**src/rtl/ibex_wb_stage.sv**
```systemverilog
`default_nettype none
// ----------------------------------------------------------------------------
// ibex_wb_stage : writeback stage merging execute results and load responses,
//                 with one-entry load scoreboard and read-data forwarding.
// Revision      : 1.0
// ----------------------------------------------------------------------------
module ibex_wb_stage #(
  parameter int DataWidth = 32
) (
  input  logic                 clk_i,
  input  logic                 rst_ni,
  input  logic                 ex_valid_i,
  input  logic [4:0]           ex_waddr_i,
  input  logic [DataWidth-1:0] ex_wdata_i,
  output logic                 ex_ready_o,
  input  logic                 ld_issue_i,
  input  logic [4:0]           ld_waddr_i,
  output logic                 ld_issue_ready_o,
  input  logic                 lsu_rvalid_i,
  input  logic [DataWidth-1:0] lsu_rdata_i,
  input  logic                 lsu_err_i,
  output logic                 ld_err_o,
  output logic                 rf_we_o,
  output logic [4:0]           rf_waddr_o,
  output logic [DataWidth-1:0] rf_wdata_o,
  input  logic [4:0]           raddr_a_i,
  input  logic [4:0]           raddr_b_i,
  input  logic [DataWidth-1:0] rf_rdata_a_i,
  input  logic [DataWidth-1:0] rf_rdata_b_i,
  output logic [DataWidth-1:0] rdata_a_o,
  output logic [DataWidth-1:0] rdata_b_o,
  output logic                 hazard_a_o,
  output logic                 hazard_b_o
);

  localparam logic [0:0] IDLE      = 1'b0;
  localparam logic [0:0] LOAD_PEND = 1'b1;

  logic [0:0]           state;
  logic [4:0]           pend_addr;
  logic                 wb_we;
  logic [4:0]           wb_addr;
  logic [DataWidth-1:0] wb_data;
  logic                 ld_err_q;

  logic pending;
  logic resp;
  logic ex_accept;

  assign pending   = (state == LOAD_PEND);
  // A response with nothing outstanding (e.g. after reset) is a stray and ignored.
  assign resp      = pending && lsu_rvalid_i;

  assign ld_issue_ready_o = !pending || lsu_rvalid_i;
  assign ex_ready_o = !lsu_rvalid_i &&
                      !(pending && (ex_waddr_i == pend_addr) && (ex_waddr_i != 5'd0));
  assign ex_accept  = ex_valid_i && ex_ready_o;

  always_ff @(posedge clk_i or negedge rst_ni) begin
    if (!rst_ni) begin
      state     <= IDLE;
      pend_addr <= 5'd0;
    end else if (ld_issue_i) begin
      state     <= LOAD_PEND;
      pend_addr <= ld_waddr_i;
    end else if (resp) begin
      state     <= IDLE;
    end
  end

  // Writes to x0 still take the slot (address/data load) but never enable the write.
  always_ff @(posedge clk_i or negedge rst_ni) begin
    if (!rst_ni) begin
      wb_we    <= 1'b0;
      wb_addr  <= 5'd0;
      wb_data  <= '0;
      ld_err_q <= 1'b0;
    end else begin
      ld_err_q <= resp && lsu_err_i;
      if (resp && !lsu_err_i) begin
        wb_we   <= (pend_addr != 5'd0);
        wb_addr <= pend_addr;
        wb_data <= lsu_rdata_i;
      end else if (ex_accept) begin
        wb_we   <= (ex_waddr_i != 5'd0);
        wb_addr <= ex_waddr_i;
        wb_data <= ex_wdata_i;
      end else begin
        wb_we   <= 1'b0;
      end
    end
  end

  assign rf_we_o    = wb_we;
  assign rf_waddr_o = wb_addr;
  assign rf_wdata_o = wb_data;
  assign ld_err_o   = ld_err_q;

  assign hazard_a_o = pending && (raddr_a_i == pend_addr) && (raddr_a_i != 5'd0) && !lsu_rvalid_i;
  assign hazard_b_o = pending && (raddr_b_i == pend_addr) && (raddr_b_i != 5'd0) && !lsu_rvalid_i;

  assign rdata_a_o = (wb_we && (wb_addr == raddr_a_i) && (raddr_a_i != 5'd0)) ? wb_data : rf_rdata_a_i;
  assign rdata_b_o = (wb_we && (wb_addr == raddr_b_i) && (raddr_b_i != 5'd0)) ? wb_data : rf_rdata_b_i;

  // Only one load may be outstanding; upstream must honour ld_issue_ready_o.
  issue_protocol : assert property (@(posedge clk_i) disable iff (!rst_ni)
                                    ld_issue_i |-> ld_issue_ready_o);

endmodule
`default_nettype wire

```
**config.mk**
```make
export PLATFORM = sky130hd
export DESIGN_NAME = ibex_wb_stage
export DESIGN_NICKNAME = d
export VERILOG_FILES = /design/src/rtl/ibex_wb_stage.sv
export SDC_FILE = /design/constraint.sdc
export NUM_CORES = 1
export LEC_CHECK = 0
export ABC_CLOCK_PERIOD_IN_PS = 5600
export CAP_MARGIN = 20
export CORE_MARGIN = 2
export CORE_UTILIZATION = 40
export DETAILED_ROUTE_END_ITERATION = 8
export HOLD_SLACK_MARGIN = 0.12
export PLACE_DENSITY = 0.88
export SETUP_SLACK_MARGIN = 0.05
export SLEW_MARGIN = 20
export SYNTH_ARGS = -nofsm -noshare
export SYNTH_HDL_FRONTEND = slang
export SYNTH_SLANG_ARGS = --single-unit
export TNS_END_PERCENT = 1
```
**constraint.sdc**
```tcl
create_clock -name clk_i -period 5.6 [get_ports clk_i]
set_input_delay 1.12 -clock clk_i [delete_from_list [all_inputs] [get_ports clk_i]]
set_output_delay 1.12 -clock clk_i [all_outputs]
set_load 0.01 [all_outputs]
```
==> results of run 1 <==
## per-layer routing
| metal | share of wire | wire [µm] |
|---|---|---|
| met5 | 0 | 0 |
| met2 | 0.52 | 7950 |
| met1 | 0.38 | 5850 |
| met4 | 0.031 | 469 |
| met3 | 0.070 | 1080 |
## per-stage QoR
step | worst slack [ns] | hold WS (ns) | power [W] | std cells
2_1_floorplan | 2.10 | 0.601 | 0.000710 | 403
3_3_place_gp | 0.945 | 0.593 | 0.00102 | 755
3_5_place_dp | 0.881 | 0.605 | 0.00104 | 755
4_1_cts | 0.875 | 0.620 | 0.00125 | 762
5_1_grt | 0.759 | 0.650 | 0.00130 | 762
6_report | 0.879 | 0.619 | 0.00124 | 762
## area by class of cell
type,instances,area [µm²]
Timing Repair Buffer,266,2650
Clock buffer,7,86.3
Multi-Input combinational cell,311,2600
Fill cell,759,3110
Tap cell,133,166
Sequential cell,45,1130
## power groups by stage
stage	Sequential [W]	Clock (W)	Combinational, W
floorplan	0.000452	0	0.000258
global placement	0.000455	0	0.000561
detailed placement	0.000459	0	0.000579
CTS	0.000453	0.000213	0.000581
global route	0.000463	0.000226	0.000616
finish	0.000455	0.000206	0.000581
## worst max path at each step
| stage | to | slack, ns | depth (start not counted) |
|---|---|---|---|
| after floorplan | ex_ready_o | 2.10 | 5 |
| after CTS | rdata_b_o[31] | 0.88 | 7 |
| after global routing | rdata_b_o[31] | 0.76 | 7 |
| final | rdata_a_o[4] | 0.88 | 7 |
| after global placement | rdata_b_o[20] | 0.94 | 7 |
| after detailed placement | rdata_b_o[31] | 0.88 | 7 |
## cell families after synthesis
family	count (synthesis)
and+or+nand+nor	137
AOI/OAI and AO/OA	80
muxes	69
buffers and inverters	47
DFF	45
xor gates and xnor gates	25
## sequential cells by signal, summed over array words and instances, names as in the netlist
register and count:
pend_addr 5, pending 1, rf_we_o 1, rf_wdata_o 32, ld_err_o 1, rf_waddr_o 5
## worst max-delay path, cell delays in order
cell             delay, ns
clkdlybuf4s50_1       0.47
or4_1                 0.56
nor2_2                0.16
nor4_4                0.06
buf_4                 0.33
mux2_4                0.38
clkdlybuf4s50_1       0.51
## placed cells by master (no fill, tap or decap), types with 3 or more instances in the layout
cell             netlist  final
clkbuf_8               0      6
or4_1                  3      3
xnor2_1               19     19
and3_1                38     38
clkdlybuf4s50_1        0    259
dfrtp_1               45     45
nand3_1               37     37
mux2_4                60     60
o211ai_1              37     37
buf_4                  0      7
xor2_1                 6      6
o21ai_0                3      3
a21oi_1               38     38
mux2_2                 9      9
nand4_1               42     42
==> results.py, run 1 <==
metrics = {
    "synthesis": {
        "yosysMostFrequentCell": "mux2_4",
        "ys_types": 29,
        "synth_adder_area_share": 0,
        "avgSynthCellArea_um2": 9.86,
        "muxShareOfSynthArea": 0.252,
        "synth_seq_area_share": 0.283,
        "ys_warn_count": 0,
        "yosysTopAreaCellShare": 0.283,
        "synth-simple-area-share": 0.212,
        "synth_ff_type": "dfrtp_1",
        "synth_nets": 557,
        "async_reset_ff_frac": 1.00,
        "yosysTopAreaCell": "dfrtp_1",
        "synthCells": 403,
        "netlist_area_mm2": 0.00397,
        "synth_xor_area_frac": 0.0551,
        "ys_ff_latch": 45,
        "synth_compound_area_frac": 0.127,
        "synth-edff-count": 0,
        "synth.top_cells.by_count": "mux2_4, dfrtp_1, nand4_1, a21oi_1, and3_1",
        "synth_top_family_by_area": "multiplexers",
        "synthTopCellsByArea": "dfrtp_1, mux2_4, o211ai_1",
    },
    "pwr": {
        "vdd_drop_max_uv": 109,
        "combPwrFrac": 0.468,
        "swShare": 0.341,
        "power_frac_seq": 0.366,
        "powerDensity_mw_per_mm2": 188,
        "p_int_w": 0.000819,
        "clkPwrFrac": 0.166,
        "p_leak_nw": 2.64,
        "switchingPower_w": 0.000423,
    },
    "floorplanning": {
        "die_w_um": 104,
        "die_area_mm2": 0.0107,
        "coreArea_mm2": 0.00973,
        "initial_utilization": 0.408,
        "pin_count": 261,
        "die_y_um": 104,
        "rows": 36,
    },
    "timing": {
        "skew_ns": 0.00480,
        "rsz0062_at_grt": "false",
        "clock.fmax_ghz": 0.212,
        "worst_pin_slew_ns": 1.09,
        "period_share": 0.843,
        "period_needed_ns": 4.72,
        "tns_ns": 0,
        "report.final.slew_viol_count": 0,
        "final-hold-violation-count": 0,
        "finalSetupViolations": 0,
        "max_slew_margin": 0.270,
    },
    "clock_network": {
        "clock_latency_ns": 0.29,
        "cts_tree": "yes",
        "clock_path_buffers": 2,
        "cts.clk_slew.worst_paths_ns": 0.08,
        "cts_hold_buf": 0,
        "ctsResizeCount": 0,
        "ctsHtreeMaxLevel": 2,
        "cts_sinks": 45,
        "postCtsSetupBuffers": 0,
        "cts_root_buf": "clkbuf_8",
        "cts_buffers": 5,
    },
    "grt": {
        "busiest_layer": "met2",
        "grt-ovfl-total": 0,
        "grt_pass1_vias": 4417,
        "grt_use_met1": 0.325,
        "antenna_found_initial": 0,
        "grt_pass1_wl_mm": 24.0,
        "grt_max_degree": 75,
        "grt_usage": 0.272,
        "grt_util_met2": 0.483,
        "grt_util_met3": 0.0491,
    },
    "detailed_routing": {
        "wl_per_cell_um": 20.1,
        "wl_mm": 15.3,
        "antenna_left": 0,
        "dr_total_vias": 4405,
        "vias_per_cell": 5.78,
        "dr.first_iter.drc_count": 253,
        "first_pass_iters": 4,
        "drc": 0,
    },
    "critical_path": {
        "r2r_setup_slack_ns": 3.17,
        "start_kind": "input port",
        "crit_path_end_kind": "output pin",
        "r2r-start": "pend_addr[0]$_DFFE_PN0P_",
        "crit_required_ns": 4.48,
        "r2r_end": "rf_wdata_o[26]$_DFFE_PN0P_",
        "r2r_cells": 5,
        "worstPathArrival_ns": 3.60,
        "path_class": "input port to output pin",
        "worstPathMaxFanout": 32,
        "cp-startpoint": "raddr_a_i[1]",
    },
    "job": {
        "drv_cap": 0,
    },
    "place": {
        "placed_cell_area_mm2": 0.00653,
        "io_buffer_count": 260,
        "place_congestion": 0.861,
        "dp_hpwl_mm": 11.0,
    },
    "layout": {
        "syn2layout_area_growth_pct": 66.6,
        "n_antenna_cell": 0,
        "drive_above_1_share": 0.145,
        "post-route-util": 0.680,
        "fin_area_mm2": 0.00662,
        "nets": 783,
    },
    "min_path": {
        "whs_endpoint": "rf_wdata_o[27]$_DFFE_PN0P_",
        "hp-class": "register to register",
        "min_from": "rf_wdata_o[27]$_DFFE_PN0P_",
        "min_path_cells": 2,
    },
    "outcome": {
        "outcome": "finished, final reports clean",
    },
}
Power figures use the tool's default switching activity.
==> inputs of run 2 (changes only) <==
--- a/config.mk
+++ b/config.mk
@@ -5,13 +5,13 @@
 export SDC_FILE = /design/constraint.sdc
 export NUM_CORES = 1
 export LEC_CHECK = 0
-export ABC_CLOCK_PERIOD_IN_PS = 5600
+export ABC_CLOCK_PERIOD_IN_PS = 3900
 export CAP_MARGIN = 20
 export CORE_MARGIN = 2
-export CORE_UTILIZATION = 40
+export CORE_UTILIZATION = 33
 export DETAILED_ROUTE_END_ITERATION = 8
 export HOLD_SLACK_MARGIN = 0.12
-export PLACE_DENSITY = 0.88
+export PLACE_DENSITY = 0.78
 export SETUP_SLACK_MARGIN = 0.05
 export SLEW_MARGIN = 20
 export SYNTH_ARGS = -nofsm -noshare
==> constraint.sdc (replaced) <==
create_clock -name clk_i -period 3.9 [get_ports clk_i]
set_input_delay 0.78 -clock clk_i [delete_from_list [all_inputs] [get_ports clk_i]]
set_output_delay 0.78 -clock clk_i [all_outputs]
set_load 0.01 [all_outputs]
==> results.py, run 2 (synthesis gave the netlist of run 1 again) <==
metrics = {
    "critical_path": {
        "r2r_end": "rf_wdata_o[13]$_DFFE_PN0P_",
        "crit_path_max_incr_delay_ns": 0.53,
        "crit_required_ns": 3.12,
        "crit_chain": "clkdlybuf4s50_1 > or4_1 > nor2_2 > nor4_4 > buf_12 > mux2_2 > clkdlybuf4s50_1",
        "worstPathArrival_ns": 3.01,
        "crit_top_cell": "clkdlybuf4s50_1",
        "crit_buf_inv": 3,
        "worstPathMaxFanout": 17,
        "r2r_cells": 5,
        "slowest_stage": "clkdlybuf4s50_1",
        "path_class": "input port to output pin",
        "r2r_setup_slack_ns": 2.01,
        "crit_family": "buffers and inverters",
        "r2r-start": "pend_addr[2]$_DFFE_PN0P_",
        "start_kind": "input port",
        "crit_path_end_kind": "output pin",
    },
    "layout": {
        "drive_above_1_share": 0.153,
        "largest_register_ffs": 32,
        "final_cell_mix": "clkdlybuf4s50_1, mux2_4, dfrtp_1",
        "n_antenna_cell": 0,
        "fin_area_mm2": 0.00683,
        "final_common_cell": "clkdlybuf4s50_1",
        "post-route-util": 0.576,
        "nets": 788,
        "syn2layout_area_growth_pct": 71.9,
    },
    "timing": {
        "final-hold-violation-count": 0,
        "report.final.slew_viol_count": 0,
        "setup_ws_ns": 0.108,
        "max_slew_margin": 0.356,
        "period_share": 0.972,
        "tns_ns": 0,
        "period_needed_ns": 3.79,
        "worst_pin_slew_ns": 0.964,
        "clock.fmax_ghz": 0.264,
        "rsz0062_at_grt": "true",
        "finalSetupViolations": 0,
        "skew_ns": 0.00491,
        "timing.hold.ws_ns": 0.503,
    },
    "pwr": {
        "powerDensity_mw_per_mm2": 289,
        "p_leak_nw": 2.78,
        "vdd_drop_max_uv": 208,
    },
    "detailed_routing": {
        "wl_per_cell_um": 19.8,
        "dr_total_vias": 4381,
        "dr.first_iter.drc_count": 280,
        "first_pass_iters": 5,
        "drc": 0,
        "antenna_left": 0,
        "wl_mm": 15.4,
        "vias_per_cell": 5.61,
    },
    "clock_network": {
        "cts_tree": "yes",
        "cts_buffers": 5,
        "ctsHtreeMaxLevel": 2,
        "cts.clk_slew.worst_paths_ns": 0.06,
        "cts_root_buf": "clkbuf_16",
        "clock_path_buffers": 2,
        "clock_latency_ns": 0.28,
        "cts_sinks": 45,
        "postCtsSetupBuffers": 0,
    },
    "grt": {
        "grt-ovfl-total": 0,
        "grt_max_degree": 46,
        "grt_usage": 0.231,
        "antenna_found_initial": 0,
        "grt_pass1_vias": 4485,
        "grt_pass1_wl_mm": 23.9,
    },
    "place": {
        "place_congestion": 0.879,
        "placed_cell_area_mm2": 0.00665,
        "io_buffer_count": 260,
        "dp_hpwl_mm": 11.2,
        "pre_cts_ws_ns": 0.0647,
    },
    "floorplanning": {
        "initial_utilization": 0.335,
        "die_area_mm2": 0.0129,
        "rows": 40,
        "die_y_um": 114,
        "coreArea_mm2": 0.0119,
        "die_w_um": 114,
        "pin_count": 261,
    },
    "job": {
        "drv_cap": 0,
    },
    "outcome": {
        "outcome": "finished, final reports clean",
    },
    "min_path": {
        "hp-class": "input port to asynchronous set/reset pin",
    },
}
## run 2: changes by cell type in the layout (fill, tap and decap cells not counted)
cell	before	now
dlymetal6s2s_1	0	8
clkbuf_16	0	5
clkinv_2	0	1
bufinv_16	0	1
buf_12	0	5
clkdlybuf4s50_1	259	251
clkbuf_1	1	0
clkbuf_8	6	0
## run 2: final cells by class
class	instances	area, µm²
clock inverters	2	35.0
flip-flops and latches	45	1130
clock buffers	5	125
fillers	1025	5030
well taps	147	184
repair buffers	271	2770
multi-input cells	311	2600
## run 2: per-stage QoR
stage | total power [W] | cells
CTS | 0.00199 | 781
detailed placement | 0.00151 | 774
floorplan | 0.00102 | 403
global route | 0.00207 | 781
global placement | 0.00148 | 774
finish | 0.00198 | 781
## run 2: per-layer routing
| metal | share of wire | vias up | GRT usage | routed length [µm] |
|---|---|---|---|---|
| li1 | - | 1996 | - | - |
| met1 | 0.39 | 2126 | 0.290 | 6050 |
| met2 | 0.52 | 240 | 0.411 | 8040 |
| met3 | 0.073 | 19 | 0.0372 | 1120 |
| met4 | 0.014 | 0 | 0.0610 | 214 |
| met5 | 0 | - | 0 | 0 |
## run 2: power by group
part | total (W) | switching, W | internal (W)
clock network | 0.000477 | 0.000179 | 0.000298
logic | 0.000845 | 0.000339 | 0.000506
registers | 0.000654 | 0.000115 | 0.000538
## run 2: worst max path at each step
stage	cells past startpoint	slack [ns]	to	from
finish	7	0.11	rdata_a_o[0]	raddr_a_i[4]
global route	7	0.03	rdata_a_o[0]	raddr_a_i[4]
CTS	7	0.06	rdata_b_o[23]	raddr_b_i[1]
detailed placement	7	0.06	rdata_b_o[23]	raddr_b_i[1]
global placement	7	0.10	rdata_b_o[0]	raddr_b_i[2]
floorplan	5	1.08	ex_ready_o	ex_waddr_i[2]
## run 2: what timing repair did
item,4_1_cts,5_1_grt
resized for setup,0,8
endpoints found under the setup margin,0,64
hold buffers,0,0
